`src/rtl/charbuf_console_writer.sv`:
```
`default_nettype none
// ============================================================================
//  Module      : charbuf_console_writer
//  Description : Write-side sequencer for a 64x32 colour character buffer
//                (2048 x 16b, {attr, char}). Turns a byte stream into buffer
//                writes at a hardware cursor, handling CR, LF, BS and
//                form-feed / clear_req window clears.
//                Optional feature macro: CHARBUF_LINE_ERASE_EN
//                (blank each new row on a row advance).
//  Revision    : 1.0 - initial release
// ============================================================================
module charbuf_console_writer #(
  parameter int         COLS       = 60,
  parameter int         ROWS       = 17,
  parameter logic [7:0] CLEAR_CHAR = 8'h20,
  parameter logic [7:0] CLEAR_ATTR = 8'h00
) (
  input  logic        clk,
  input  logic        reset,
  input  logic        in_valid,
  output logic        in_ready,
  input  logic [7:0]  in_data,
  input  logic [7:0]  in_attr,
  input  logic        clear_req,
  output logic        busy,
  output logic        clear_done,
  output logic [5:0]  cursor_col,
  output logic [4:0]  cursor_row,
  output logic        wr_ce,
  output logic [10:0] wr_addr,
  output logic [15:0] wr_data
);

  localparam logic [5:0]  COL_LAST = 6'(COLS - 1);
  localparam logic [4:0]  ROW_LAST = 5'(ROWS - 1);
  localparam logic [15:0] BLANK    = {CLEAR_ATTR, CLEAR_CHAR};

  localparam logic [7:0] CODE_BS = 8'h08;
  localparam logic [7:0] CODE_LF = 8'h0A;
  localparam logic [7:0] CODE_FF = 8'h0C;
  localparam logic [7:0] CODE_CR = 8'h0D;

`ifdef CHARBUF_LINE_ERASE_EN
  typedef enum logic [1:0] {
    S_IDLE  = 2'd0,
    S_CLEAR = 2'd1,
    S_ERASE = 2'd2
  } state_t;
`else
  typedef enum logic [1:0] {
    S_IDLE  = 2'd0,
    S_CLEAR = 2'd1
  } state_t;
`endif

  state_t      state_q, state_d;
  logic [5:0]  col_q, col_d;
  logic [4:0]  row_q, row_d;
  // Fill counters walk the cells written by CLEAR (and ERASE when built).
  logic [5:0]  fill_col_q, fill_col_d;
  logic [4:0]  fill_row_q, fill_row_d;
  logic        wr_ce_q, wr_ce_d;
  logic [10:0] wr_addr_q, wr_addr_d;
  logic [15:0] wr_data_q, wr_data_d;
  // last_q marks the cycle the final clear write is on the port;
  // clear_done follows it by one cycle.
  logic        last_q, last_d;
  logic        clear_done_q;

  logic        accept;
  logic [4:0]  row_adv;

  assign in_ready = (state_q == S_IDLE) & ~clear_req;
  assign accept   = in_valid & in_ready;
  // Row advance wraps to the top; there is no scrolling.
  assign row_adv  = (row_q == ROW_LAST) ? 5'd0 : row_q + 5'd1;

  // Next-state, cursor and write-port decode.
  always_comb begin
    state_d    = state_q;
    col_d      = col_q;
    row_d      = row_q;
    fill_col_d = fill_col_q;
    fill_row_d = fill_row_q;
    wr_ce_d    = 1'b0;
    wr_addr_d  = wr_addr_q;
    wr_data_d  = wr_data_q;
    last_d     = 1'b0;

    case (state_q)
      S_IDLE: begin
        if (clear_req) begin
          state_d    = S_CLEAR;
          fill_col_d = 6'd0;
          fill_row_d = 5'd0;
          col_d      = 6'd0;
          row_d      = 5'd0;
        end else if (accept) begin
          case (in_data)
            CODE_CR: col_d = 6'd0;
            CODE_LF: begin
              row_d = row_adv;
`ifdef CHARBUF_LINE_ERASE_EN
              state_d    = S_ERASE;
              fill_row_d = row_adv;
              fill_col_d = 6'd0;
`endif
            end
            CODE_BS: begin
              // Backspace at column 0 is a no-op.
              if (col_q != 6'd0) begin
                col_d     = col_q - 6'd1;
                wr_ce_d   = 1'b1;
                wr_addr_d = {row_q, col_q - 6'd1};
                wr_data_d = BLANK;
              end
            end
            CODE_FF: begin
              state_d    = S_CLEAR;
              fill_col_d = 6'd0;
              fill_row_d = 5'd0;
              col_d      = 6'd0;
              row_d      = 5'd0;
            end
            default: begin
              wr_ce_d   = 1'b1;
              wr_addr_d = {row_q, col_q};
              wr_data_d = {in_attr, in_data};
              if (col_q == COL_LAST) begin
                col_d = 6'd0;
                row_d = row_adv;
`ifdef CHARBUF_LINE_ERASE_EN
                state_d    = S_ERASE;
                fill_row_d = row_adv;
                fill_col_d = 6'd0;
`endif
              end else begin
                col_d = col_q + 6'd1;
              end
            end
          endcase
        end
      end

      S_CLEAR: begin
        if (clear_req) begin
          // Restart from the top-left; no write this cycle.
          fill_col_d = 6'd0;
          fill_row_d = 5'd0;
        end else begin
          wr_ce_d   = 1'b1;
          wr_addr_d = {fill_row_q, fill_col_q};
          wr_data_d = BLANK;
          if (fill_col_q == COL_LAST) begin
            fill_col_d = 6'd0;
            if (fill_row_q == ROW_LAST) begin
              state_d    = S_IDLE;
              fill_row_d = 5'd0;
              last_d     = 1'b1;
            end else begin
              fill_row_d = fill_row_q + 5'd1;
            end
          end else begin
            fill_col_d = fill_col_q + 6'd1;
          end
        end
      end

`ifdef CHARBUF_LINE_ERASE_EN
      S_ERASE: begin
        if (clear_req) begin
          state_d    = S_CLEAR;
          fill_col_d = 6'd0;
          fill_row_d = 5'd0;
          col_d      = 6'd0;
          row_d      = 5'd0;
        end else begin
          wr_ce_d   = 1'b1;
          wr_addr_d = {fill_row_q, fill_col_q};
          wr_data_d = BLANK;
          if (fill_col_q == COL_LAST) begin
            state_d    = S_IDLE;
            fill_col_d = 6'd0;
          end else begin
            fill_col_d = fill_col_q + 6'd1;
          end
        end
      end
`endif

      default: state_d = S_IDLE;
    endcase
  end

  // State, cursor and registered write-port outputs.
  always_ff @(posedge clk) begin
    if (reset) begin
      state_q      <= S_IDLE;
      col_q        <= 6'd0;
      row_q        <= 5'd0;
      fill_col_q   <= 6'd0;
      fill_row_q   <= 5'd0;
      wr_ce_q      <= 1'b0;
      wr_addr_q    <= 11'd0;
      wr_data_q    <= 16'd0;
      last_q       <= 1'b0;
      clear_done_q <= 1'b0;
    end else begin
      state_q      <= state_d;
      col_q        <= col_d;
      row_q        <= row_d;
      fill_col_q   <= fill_col_d;
      fill_row_q   <= fill_row_d;
      wr_ce_q      <= wr_ce_d;
      wr_addr_q    <= wr_addr_d;
      wr_data_q    <= wr_data_d;
      last_q       <= last_d;
      clear_done_q <= last_q;
    end
  end

  assign busy       = (state_q != S_IDLE);
  assign clear_done = clear_done_q;
  assign cursor_col = col_q;
  assign cursor_row = row_q;
  assign wr_ce      = wr_ce_q;
  assign wr_addr    = wr_addr_q;
  assign wr_data    = wr_data_q;

endmodule
`default_nettype wire
```
`config.mk`:
```
export PLATFORM = sky130hd
export DESIGN_NAME = charbuf_console_writer
export DESIGN_NICKNAME = d
export VERILOG_FILES = /design/src/rtl/charbuf_console_writer.sv
export SDC_FILE = /design/constraint.sdc
export NUM_CORES = 1
export LEC_CHECK = 0
export ABC_AREA = 1
export CAP_MARGIN = 20
export CORE_UTILIZATION = 45
export DETAILED_ROUTE_END_ITERATION = 6
export GPL_ROUTABILITY_DRIVEN = 0
export PLACE_DENSITY = 0.8
export SYNTH_ARGS = -nofsm -noshare
export SYNTH_HDL_FRONTEND = slang
export SYNTH_SLANG_ARGS = --single-unit
```
`constraint.sdc`:
```
create_clock -name clk -period 3.2 [get_ports clk]
set_clock_uncertainty 0.15 [all_clocks]
set_input_delay 0.64 -clock clk [delete_from_list [all_inputs] [get_ports clk]]
set_output_delay 0.64 -clock clk [all_outputs]
set_load 0.02 [all_outputs]
```
-- Word-level counts from Yosys, hierarchy flattened
Cells that the tools add are included.
- register bits: 54
- bits in latches: 0
- RAM bits: 0
- memory bits (read-only): 0
- input bits: 20
- output and inout bits: 42
- logic and storage cells: 107
- memories kept: 0
- add/subtract/negate cells: 5
- multiply operators: 0
- divide/modulo/power cells: 0
- order comparisons: 0
- equal/unequal tests: 22
- shift operators: 0
- mux-type cells: 49
- bitwise gates (word level): 5
- reductions and logical operators: 16
- operators with widths (cell ; count):
    $mux W16 ; 4
    $pmux W16 S2 ; 2
    $mux W6 ; 9
    $mux W5 ; 10
    $mux W11 ; 4
    $pmux W11 S2 ; 2
    $eq A8 B4 Y1 const B ; 4
    $pmux W6 S3 ; 1
    $pmux W5 S3 ; 1
    $ne A2 B2 Y1 const B ; 7
    $add A6 B1 Y6 const B ; 2
    $eq A6 B6 Y1 const B ; 2
    $mux W2 ; 6
    $ne A3 B3 Y1 const B ; 4
    $pmux W6 S2 ; 1
    $reduce_and A4 Y1 ; 3
    $add A5 B1 Y5 const B ; 2
    $eq A5 B5 Y1 const B ; 2
    $pmux W5 S2 ; 1
    $reduce_and A6 Y1 ; 1
    $reduce_bool A2 Y1 ; 3
    $reduce_bool A6 Y1 ; 1
    $sub A6 B1 Y6 const B ; 1
    $mux W1 ; 5
    other kinds (14) ; 19

-- Logic depth before layout (Yosys ltp)
Gate-level depths: netlist of run 1.
- depth in word-level cells: 6
- gate-level depth with buffers: 11
- mapped depth without buffers: 11

-- Least setup slack after synthesis of run 1
Ideal clock, no wire load.
- kind: in2out
- from: input clear_req
- to: output in_ready
- data arrival time: 1.161 ns
- required time: 2.410 ns
- path slack: 1.249 ns
- cell stages on the path: 4
- path buffers: 1
- cell sequence: buf_6 > inv_4 > nand2_1 > inv_1
- cells in the longest elaborated chain, start to end: 2
- ends and longest elaborated chain (element ; line ; source):
    from (decl) ; 24 ; input logic clear_req,
    $not A1 Y1 ; 73 ; assign in_ready = (state_q == S_IDLE) & ~clear_req;
    $and A1 B1 Y1 ; 73 ;
    to (decl) ; 21 ; output logic in_ready,
No other way between the ends.

-- Worst setup path after layout of run 1
Ends and elaborated chain as after synthesis.

==> metrics, run 1 <==
status finished clean; largest net degree at the start of global routing 29; period utilization 92.9%; Antenna diodes 0; leakage 1.69 nW; Worst Hold Launch last_q$_SDFF_PP0_; family with the most delay on the worst path buffers and inverters; Most used DFF post-synth dfxtp_1; highest clock rate 336 MHz; Root Buffer Master clkbuf_8; Clock Path Buffers 2; Mapped Area 3300 um2; critical path depth 5; synthesized area per cell ~6.7 um2; R2R cell count 7; worst-path fanout max 10; vias in the first global route 3125; Die X 87.7 um; crit path launch type input pin; r2r setup slk between 900 and 1000 ps; CP dominant cell by count clkdlybuf4s50_1; Layout Nets 572; Critical Path Sink in_ready; synth top area cells dfxtp_1, nand2_1, nand3_1; reg-to-reg startpoint state_q[0]$_SDFFE_PP0P_; Post-synth ARST share 0%; Finish-stage setup viols 0; Crit Reg-Reg Endpoint wr_addr[3]$_SDFFE_PP0P_; Tightest Pin Transition 764 ps; Post-synth EDFFs 0; Syn Nets 520; Seq cells post-synth 53; worst skew pair latency roughly 310 ps; post_cts resized 0; Crit Path Class input pin to primary output; DR vias 3296; Port Buffers 61; # Post-CTS Setup Buffers 0; DRC 0; std cell rows 30; I/O Pins a little over 60; Final Hold Violating Endpoints 0; minimum clock period 2970 ps; MaxCap Viol Count 0; Seq/Total Area, Yosys 32.1%; DR iter-0 viols 229; Hold WC Path Type flop to flop; Post-DP HPWL 6120 um; nature of the critical path endpoint primary output; Yosys cell types 31; Power Density 358 nW/um2; Synthesis Warnings 0; multi-input logic area 1900 um2; htree depth 2; crit path max-delay cell type clkdlybuf4s50_1; WL per Instance 13.1 um; crit-path max cell delay 630 ps; Buf+Inv Stages, Crit Path 4; layout cells sized above 1 about an eighth; Relative slew margins 49.0%; die area 7690 um2; Total Routing Usage GR 22.9%; CP Cell Sequence clkdlybuf4s50_1 > inv_4 > nand2_1 > inv_1 > clkdlybuf4s50_1; Filler Cells Inserted 660; initial antenna violation count 0; CP startpoint clear_req; Post-Synthesis Cells 491; antenna-violating nets left 0; Synth top area share 32.1%; Starting Density 47.6%; Worst-path clk slew 100 ps; Worst EP arrival between 2000 and 2500 ps; Setup TNS Final 0 ps; CTS tree done; setup ws final 228 ps; synth cell count leaders nand2_1, dfxtp_1, nor2_1, inv_1, nand3_1; final wirelength about 8400 um; IR drop worst, VDD 0.000159 V; drt first pass iters 4; GR Overflow Total 0; FF+latch area between 1000 and 1500 um2; Worst EP required 2410 ps; Slew Viols, Final 0; Die H 87.7 um; CTS Hold Bufs 0; top-count cell post-synth nand2_1; number of buffers created by CTS 5; RSZ-0062 raised after global routing no; dpl ws about 250 ps; Sink Count 53; area growth from synthesis to layout 21.9%; area of the core approximately 6900 um2; Avg Vias per Cell 5.15; area leader, netlist dfxtp_1; first-pass GRT wire length 13900 um
report_power, final:
| part | total, W | internal [W] | switching, W |
|---|---|---|---|
| Combinational | 0.000340 | 0.000137 | 0.000203 |
| Clock | 0.000387 | 0.000156 | 0.000231 |
| Sequential | 0.000715 | 0.000690 | 0.0000248 |
tightest hold or removal path: cells and delay by family, from the launching register on:
| family | cells | cell delay [ps] |
|---|---|---|
| AND/OR/NAND/NOR | 1 | 30 |
| buffers and inverters | 1 | 40 |
| flip-flops | 1 | 310 |
area by class of cell:
cell class / instances / share of cell area [%]
Clock inverter: 3 / 0.559
Multi-Input combinational cell: 363 / 47.3
Timing Repair Buffer: 65 / 15.9
Tap cell: 96 / 2.98
Clock buffer: 5 / 1.71
Inverter: 55 / 5.25
Sequential cell: 53 / 26.3
placed cells by master (no fill, tap or decap):
| cell type | instances |
|---|---|
| dfxtp_1 | 53 |
| nand3_1 | 48 |
| ha_1 | 9 |
| nand3b_1 | 1 |
| clkdlybuf4s50_1 | 61 |
| nand2_1 | 124 |
| or2_2 | 1 |
| clkinv_4 | 2 |
| nor2_2 | 15 |
| nor2_4 | 10 |
| nand2_4 | 3 |
| buf_4 | 4 |
| xnor2_1 | 3 |
| o21ai_0 | 13 |
| o2111ai_1 | 1 |
| clkbuf_8 | 5 |
| xor2_1 | 5 |
| nor3_1 | 7 |
| inv_1 | 49 |
| a22oi_1 | 2 |
| nand4_1 | 14 |
| a311oi_1 | 1 |
| nor4_1 | 2 |
| nor2_1 | 53 |
| o21ai_4 | 1 |
| nand3_2 | 7 |
| nand4_4 | 1 |
| clkinv_2 | 1 |
| nand2_2 | 9 |
| inv_4 | 2 |
| a21oi_1 | 33 |
| inv_2 | 4 |
metal layers:
| layer | vias up | track usage, % | part of all wire [%] |
|---|---|---|---|
| met5 | - | 0 | 0 |
| met4 | 0 | 9.84 | 2.5 |
| met3 | 18 | 3.86 | 4.8 |
| met2 | 87 | 41.1 | 48 |
| met1 | 1513 | 27.0 | 44 |
| li1 | 1678 | - | - |
metrics by stage:
stage / total power (W) / utilization [%] / cell area [um2] / std cells / hold slack, ps
after global routing: 0.00152 / 58.0 / 4030 / 640 / 324
final: 0.00144 / 58.0 / 4030 / 640 / 262
after global placement: 0.00106 / 56.7 / 3940 / 632 / 250
after CTS: 0.00145 / 58.0 / 4030 / 640 / 261
after floorplan: 0.000949 / - / 3300 / 491 / 238
after detailed placement: 0.00107 / 56.7 / 3940 / 632 / 247
state kept, by name, indices dropped and copies added (netlist names):
register and flops:
fill_row_q 5, wr_ce 1, clear_done 1, last_q 1, cursor_col 6, fill_col_q 6, state_q 1, cursor_row 5
wr_data 16, wr_addr 11
kinds of logic after synthesis:
family          Yosys count  synth area share, %
flops                    53                 32.1
fa+ha+maj                 9                 3.41
xor+xnor                  8                 2.12
simple gates            295                 43.6
buf+inv                  75                 10.3
compound gates           51                 8.44
worst min-delay path by stage:
stage | end | slack [ps] | cells after the start
after floorplan | clear_done$_SDFF_PP0_ | 240 | 2
after global placement | clear_done$_SDFF_PP0_ | 250 | 2
after detailed placement | clear_done$_SDFF_PP0_ | 250 | 2
after CTS | clear_done$_SDFF_PP0_ | 260 | 2
after global routing | clear_done$_SDFF_PP0_ | 320 | 2
final | clear_done$_SDFF_PP0_ | 260 | 2
Power figures use the tool's default switching activity.
==> run 2: changes to the inputs <==
--- a/config.mk
+++ b/config.mk
@@ -7,10 +7,10 @@
 export LEC_CHECK = 0
 export ABC_AREA = 1
 export CAP_MARGIN = 20
-export CORE_UTILIZATION = 45
+export CORE_UTILIZATION = 55
 export DETAILED_ROUTE_END_ITERATION = 6
 export GPL_ROUTABILITY_DRIVEN = 0
-export PLACE_DENSITY = 0.8
+export PLACE_DENSITY = 0.94
 export SYNTH_ARGS = -nofsm -noshare
 export SYNTH_HDL_FRONTEND = slang
 export SYNTH_SLANG_ARGS = --single-unit
==> run 2 against run 1 <==
Effect of this change: clock power about the same; non-clock buffer count unchanged; cell count down 3.8%; sequential power about the same; power is 0.59% higher; maximum frequency grew 0.10%; first-iteration DRC count rose by 28%; worst hold slack better by 16 ps; cell area shrank 0.78%; clock-buffer cell count stayed put.
==> metrics, run 2 (synthesized netlist as in run 1, its figures left out) <==
Post-DP HPWL 6260 um (+2.3%); most common cell after layout, fill and taps aside nand2_1; Sink Count 53 (unchanged); htree depth 2 (unchanged); Crit Reg-Reg Endpoint wr_addr[10]$_SDFFE_PP0P_; placed insts 608 (-3.8%); leakage 1.68 nW (-0.21%); CTS Hold Bufs 0 (unchanged); layout cells sized above 1 11.9% (unchanged); GR Overflow Total 0 (unchanged); Relative slew margins 51.9% (+2.9 points); DRC 0 (unchanged); Die X 79.5 um (-9.3%); Hold WC Path Type flop to flop; post_cts resized 0 (unchanged); DRT met1 WL 3560 um (-4.3%); Power Density 363 nW/um2 (+1.4%); IR drop worst, VDD 0.000261 V (+65%); Largest register FFs 16 (unchanged); area growth from synthesis to layout 20.9%; Clock Path Buffers 2 (unchanged); met2 WL 4210 um (+3.7%); status finished clean; worst-path fanout max 10 (unchanged); vias in the first global route 3186 (+2.0%); highest metal used met4; Avg Vias per Cell 5.59 (+8.5%); Port Buffers 61 (unchanged); Setup TNS Final 0 ps (unchanged); r2r setup slk 950 ps (-30 ps); area of the core 5640 um2 (-19%); RSZ-0062 raised after global routing no; antenna-violating nets left 0 (unchanged); Layout Nets 572 (unchanged); DR iter-0 viols 294 (+28%); largest net degree at the start of global routing 29 (unchanged); Final Hold Violating Endpoints 0 (unchanged); Worst EP arrival 2180 ps (about the same); Die H 79.5 um (-9.3%); crit path launch type input pin; WL per Instance 14.0 um (+7.1%); hold path cells 2 (unchanged); first-pass GRT wire length 14300 um (+2.7%); non-filler instance count after layout 616 (-3.8%); Worst Hold Launch last_q$_SDFF_PP0_; final wirelength 8650 um (+3.1%); highest clock rate 337 MHz (+0.10%); Worst EP required 2410 ps (about the same); Worst-path clk slew 90 ps (about the same); Slew Viols, Final 0 (unchanged); Root Buffer Master clkbuf_8; initial antenna violation count 0 (unchanged); WL met3 574 um (+43%); die area 6320 um2 (-18%); most frequent cells in the layout nand2_1, clkdlybuf4s50_1, nor2_1, dfxtp_1, inv_1; Starting Density 58.6% (+11 points); number of buffers created by CTS 5 (unchanged); Crit Path Class input pin to primary output; Finish-stage setup viols 0 (unchanged); period utilization 92.8% (-0.096 points); Antenna diodes 0 (unchanged); nature of the critical path endpoint primary output; std cell rows 27 (-10%); R2R cell count 7 (unchanged); minimum clock period 2970 ps (-3.07 ps); drt first pass iters 5 (+1); Total Routing Usage GR 28.7% (+5.7 points); I/O Pins 62 (unchanged); CTS tree done; reg-to-reg startpoint state_q[0]$_SDFFE_PP0P_; Tightest Pin Transition 720 ps (-43.5 ps); worst hold endpoint clear_done$_SDFF_PP0_; DR vias 3441 (+4.4%); # Post-CTS Setup Buffers 0 (unchanged); MaxCap Viol Count 0 (unchanged); worst skew pair latency 310 ps (about the same)
-- run 2: area by class of cell --
cell class,count,area [um2]
Multi-Input combinational cell,363,1900
Fill cell,436,1650
Sequential cell,53,1060
Timing Repair Buffer,65,641
Inverter,55,211
Tap cell,72,90.1
Clock buffer,5,68.8
Clock inverter,3,21.3
-- run 2: report_power, final --
| group | total, W | switching, W | internal, W |
|---|---|---|---|
| Combinational | 0.000345 | 0.000208 | 0.000137 |
| Clock | 0.000389 | 0.000234 | 0.000156 |
| Sequential | 0.000716 | 0.0000256 | 0.000690 |
| Total | 0.00145 | 0.000468 | 0.000983 |
-- run 2: critical path, stage by stage --
cell,delay [ps]
clkdlybuf4s50_1,460
inv_4,130
nand2_1,140
inv_1,180
clkdlybuf4s50_1,630
-- run 2: how the worst max path moves through the flow --
stage               depth (start not counted)        to  startpoint
floorplan                                   4  in_ready   clear_req
global placement                            5  in_ready   clear_req
detailed placement                          5  in_ready   clear_req
CTS                                         5  in_ready   clear_req
global route                                5  in_ready   clear_req
finish                                      5  in_ready   clear_req
-- run 2: metal layers --
layer  GRT usage [%]  up-vias
li1                -     1676
met2            49.1      155
met3            5.14       32
met5               0        -
met1            34.2     1578
met4            14.2        0
-- run 2: metrics by stage --
step	utilization, %	hold slack [ps]	total power, W	cell area (um2)	setup WS, ps
after floorplan	-	238	0.000949	3300	1250
after global placement	69.2	251	0.00106	3910	276
after detailed placement	69.2	250	0.00107	3910	248
after CTS	70.8	278	0.00145	4000	231
after global routing	70.8	312	0.00152	4000	162
final	70.8	278	0.00145	4000	231
